File: src/rtl/seq_restoring_divider.sv
// Iterative unsigned restoring divider: one quotient bit per clock, MSB first, start/done handshake.
// state | meaning:  IDLE | waiting for start,  CALC | shift/compare/subtract step,  DONE | results valid, done=1
module seq_restoring_divider #(
    parameter int WIDTH = 4
) (
    input  logic             clk,
    input  logic             rst_n,
    input  logic             start,
    input  logic [WIDTH-1:0] dividend,
    input  logic [WIDTH-1:0] divisor,
    output logic             busy,
    output logic             done,
    output logic [WIDTH-1:0] quotient,
    output logic [WIDTH-1:0] remainder,
    output logic             div_by_zero
);

    localparam int CW = (WIDTH > 2) ? $clog2(WIDTH) : 1;
    localparam logic [CW-1:0] LAST_STEP = CW'(WIDTH - 1);

    typedef enum logic [1:0] {
        S_IDLE = 2'd0,
        S_CALC = 2'd1,
        S_DONE = 2'd2
    } state_t;

    state_t           state_q, state_d;
    logic [WIDTH-1:0] dvd_q, dvd_d;
    logic [WIDTH-1:0] dsr_q, dsr_d;
    logic [WIDTH-1:0] rem_q, rem_d;
    logic [WIDTH-1:0] quo_q, quo_d;
    logic [CW-1:0]    cnt_q, cnt_d;
    logic [WIDTH-1:0] quotient_q, quotient_d;
    logic [WIDTH-1:0] remainder_q, remainder_d;
    logic             dbz_q, dbz_d;

    // The stored partial remainder is always < divisor, so WIDTH bits hold it;
    // only the shifted trial value needs the extra bit for an overflow-free compare.
    logic [WIDTH:0]   r_shift;
    logic [WIDTH-1:0] r_sub;
    logic             q_bit;

    always_comb begin
        state_d     = state_q;
        dvd_d       = dvd_q;
        dsr_d       = dsr_q;
        rem_d       = rem_q;
        quo_d       = quo_q;
        cnt_d       = cnt_q;
        quotient_d  = quotient_q;
        remainder_d = remainder_q;
        dbz_d       = dbz_q;

        r_shift = {rem_q, dvd_q[WIDTH-1]};
        q_bit   = (r_shift >= {1'b0, dsr_q});
        r_sub   = r_shift[WIDTH-1:0] - dsr_q;

        case (state_q)
            S_IDLE: begin
                if (start) begin
                    dvd_d = dividend;
                    dsr_d = divisor;
                    rem_d = '0;
                    quo_d = '0;
                    cnt_d = '0;
                    if (divisor == '0) begin
                        state_d     = S_DONE;
                        quotient_d  = '1;
                        remainder_d = dividend;
                        dbz_d       = 1'b1;
                    end else begin
                        state_d = S_CALC;
                    end
                end
            end
            S_CALC: begin
                dvd_d = {dvd_q[WIDTH-2:0], 1'b0};
                rem_d = q_bit ? r_sub : r_shift[WIDTH-1:0];
                quo_d = {quo_q[WIDTH-2:0], q_bit};
                cnt_d = cnt_q + CW'(1);
                if (cnt_q == LAST_STEP) begin
                    state_d     = S_DONE;
                    quotient_d  = quo_d;
                    remainder_d = rem_d;
                    dbz_d       = 1'b0;
                end
            end
            S_DONE: begin
                state_d = S_IDLE;
            end
            default: begin
                state_d = S_IDLE;
            end
        endcase
    end

    always_ff @(posedge clk or negedge rst_n) begin
        if (!rst_n) begin
            state_q     <= S_IDLE;
            dvd_q       <= '0;
            dsr_q       <= '0;
            rem_q       <= '0;
            quo_q       <= '0;
            cnt_q       <= '0;
            quotient_q  <= '0;
            remainder_q <= '0;
            dbz_q       <= 1'b0;
        end else begin
            state_q     <= state_d;
            dvd_q       <= dvd_d;
            dsr_q       <= dsr_d;
            rem_q       <= rem_d;
            quo_q       <= quo_d;
            cnt_q       <= cnt_d;
            quotient_q  <= quotient_d;
            remainder_q <= remainder_d;
            dbz_q       <= dbz_d;
        end
    end

    assign busy        = (state_q != S_IDLE);
    assign done        = (state_q == S_DONE);
    assign quotient    = quotient_q;
    assign remainder   = remainder_q;
    assign div_by_zero = dbz_q;

endmodule

File: config.mk
export PLATFORM = sky130hd
export DESIGN_NAME = seq_restoring_divider
export DESIGN_NICKNAME = d
export VERILOG_FILES = /design/src/rtl/seq_restoring_divider.sv
export SDC_FILE = /design/constraint.sdc
export NUM_CORES = 1
export LEC_CHECK = 0
export ABC_AREA = 0
export CORE_MARGIN = 2
export CORE_UTILIZATION = 45
export DETAILED_ROUTE_END_ITERATION = 6
export PLACE_DENSITY = 0.78
export SETUP_SLACK_MARGIN = 0.5
export SLEW_MARGIN = 40
export SYNTH_ARGS = -nofsm -noshare
export SYNTH_HDL_FRONTEND = slang
export SYNTH_SLANG_ARGS = --single-unit
File: constraint.sdc
create_clock -name clk -period 5 [get_ports clk]
set_clock_uncertainty 0.1 [all_clocks]
set_input_delay 0.5 -clock clk [delete_from_list [all_inputs] [get_ports clk]]
set_output_delay 0.5 -clock clk [all_outputs]
set_load 0.01 [all_outputs]
==> qor.yml <==
outcome:
  status: "complete, no violations"
power:
  intPower_mw: 0.714
  p_total_mw: 1.25
  leakagePower_nw: 0.753
  seq_power_share: 0.329
  switching_share: 0.428
  p_switching_mw: 0.535
  powerDensity_nw_per_um2: 707
  power_frac_comb: 0.551
  power.share.clock: 0.120
  ir_worst_vdd_v: 0.000336
logic_synthesis:
  synth_most_common_cell: "dfrtp_1"
  synth-async-reset-ratio: 1.00
  syn_inst: 149
  synth_nets: 166
  syn_avg_cell_area_um2: 9.72
  synth_seq_cells: 28
  synth_common_cells: "28 x dfrtp_1, 27 x nand2_1, 13 x nor2_1, 11 x o21ai_0, 7 x inv_1"
  synth_top_area_share: 0.484
  synth_largest_area_cell: "dfrtp_1"
  ys.flop_type: "dfrtp_1"
  yosys-top-cells-area: "dfrtp_1 48%, nand2_1 7.0%, ha_1 4.3%"
  synth_edf_count: 0
  synth_area_um2: 1450
  yosysSeqAreaShare: 0.484
  ys_warn_count: 0
  synth.distinct_cells: 35
cts:
  htreeDepth: 1
  root_buffer: "clkbuf_4"
  cts_resized: 0
  clk_pin_slew_ps: 150
  cts_buffer_depth: 2
  numCtsBuffers: 3
  cts_tree: "yes"
  cts_sinks: 28
  insertion_delay_ps: 340
  cts_setup_buffers: 0
  cts_hold_buf: 0
die:
  placementRows: 20
  initial_core_util: 0.474
  die_h_um: 60.7
  die_area_um2: 3690
  coreArea_um2: 3050
  io_pins: 22
  dieWidth_um: 60.7
worst_setup_path:
  critPathKind: "in2reg"
  worst-path-buf-inv: 2
  critPathCaptureType: "flip-flop"
  arrival_ps: 2520
  r2r_start: "dvd_q[3]$_DFFE_PN0P_"
  slowest_stage: "or4_4"
  worstPathMaxFanout: 13
  setup.worst_path.start_class: "input port"
  critPathTopFamily: "compound AO/OA/AOI/OAI gates"
  cpPeakStageDelay_ps: 580
  required_ps: 5120
  path_cells: "clkdlybuf4s50_1, or4_4, a221oi_4, buf_6, a21boi_1, a31oi_1"
  startpoint: "divisor[1]"
placed_design:
  portBuffers: 21
  place_inst: 210
  place_hpwl_um: 2280
  dp_slack_ps: 2110
  gp_congestion: 0.872
layout:
  multi_input_area_um2: 703
  nets: 189
  syn2layout_area_growth_pct: 22.0
  drive_above_1_share: 0.117
  regArea_um2: 701
  insertedDiodeCount: 0
  stdcell_count: 215
  final.fill_count: 269
drt:
  ant_nets: 0
  routed_wl_um: 3110
  vias_per_cell: 5.50
  wl_per_cell_um: 14.5
  drcViolationCount: 0
  drt_iter0_drc: 61
  first_pass_iters: 4
  vias: 1183
timing:
  fmax_mhz: 417
  setup_violations: 0
  period_minus_slack_ps: 2400
  timing.hold.ws_ps: 409
  hold_viol_final: 0
  setup_ws_ps: 2600
  fin_setup_tns_ps: 0
  period_share: 0.479
  rsz0062_at_grt: "no"
  tightest_slew_ps: 616
  relSlewSlack: 0.589
  drv_slew: 0
global_routing:
  grt_max_degree: 29
  grt_pass1_wl_um: 5140
  overflow: 0
  grt_pass1_vias: 1146
  antenna_found_initial: 0
  track_usage: 0.189
flow_run:
  drv_cap: 0
hold_path:
  min_path_type: "in2async"
path summary, 6_finish.rpt:
check	endpoint	slack, ps	cells past startpoint
worst max-delay path	remainder[0]$_DFFE_PN0P_	2600	6
worst min-delay path	state_q[0]$_DFFE_PN0P_	410	2
worst max register to register	remainder[1]$_DFFE_PN0P_	2930	6
worst min register to register	cnt_q[0]$_DFFE_PN0P_	410	1
max in group asynchronous	rem_q[1]$_DFFE_PN0P_	4120	2
min in group clk	cnt_q[0]$_DFFE_PN0P_	410	1
kinds of logic (layout without fill, tap and decap cells):
family / Yosys count / count (layout) / share of synthesized area
fa+ha+maj: 6 / 6 / 0.0570
flops: 28 / 28 / 0.484
compound gates: 36 / 36 / 0.186
simple gates: 65 / 65 / 0.223
xor+xnor: 1 / 1 / 0.00605
mux: 1 / 1 / 0.00778
buf+inv: 12 / 34 / 0.0363
final cells by class:
class / count / area share
inverter: 7 / 0.0149
tap: 44 / 0.0312
sequential: 28 / 0.397
timing repair buffer: 23 / 0.130
clock inverter: 1 / 0.0170
multi-input combinational: 109 / 0.398
clock buffer: 3 / 0.0127
state kept, by name, summed over array words and instances, names as in the netlist:
name / count
cnt_q: 2
div_by_zero: 1
dsr_q: 4
dvd_q: 4
quo_q: 3
quotient: 4
rem_q: 4
remainder: 4
state_q: 2
power groups by stage:
stage | Sequential, mW | Clock [mW] | Combinational (mW)
after CTS | 0.410 | 0.152 | 0.677
after floorplan | 0.403 | 0 | 0.477
after global routing | 0.424 | 0.161 | 0.767
after global placement | 0.408 | 0 | 0.643
after detailed placement | 0.416 | 0 | 0.675
final | 0.411 | 0.150 | 0.688
placed cells by master (no fill, tap or decap), types with 4 or more instances in the layout:
| cell type | n |
|---|---|
| dfrtp_1 | 28 |
| nand2_1 | 27 |
| clkdlybuf4s50_1 | 21 |
| nor2_1 | 13 |
| o21ai_0 | 11 |
| inv_1 | 7 |
| a31oi_1 | 5 |
| ha_1 | 5 |
| nand2b_1 | 4 |
| o211ai_1 | 4 |
| a21oi_1 | 4 |
per-layer routing:
metal,global-route usage,up-vias,share of wire
met4,0.0807,0,0.018
met3,0.0299,7,0.033
met1,0.228,581,0.45
met5,0,-,0
li1,-,566,-
met2,0.332,29,0.49
per-stage QoR:
stage | instance area, um^2 | util
floorplan | 1450 | -
global placement | 1690 | 0.555
detailed placement | 1700 | 0.558
CTS | 1760 | 0.575
global route | 1770 | 0.579
finish | 1770 | 0.579
No activity file was read; power rests on OpenSTA's default activity.
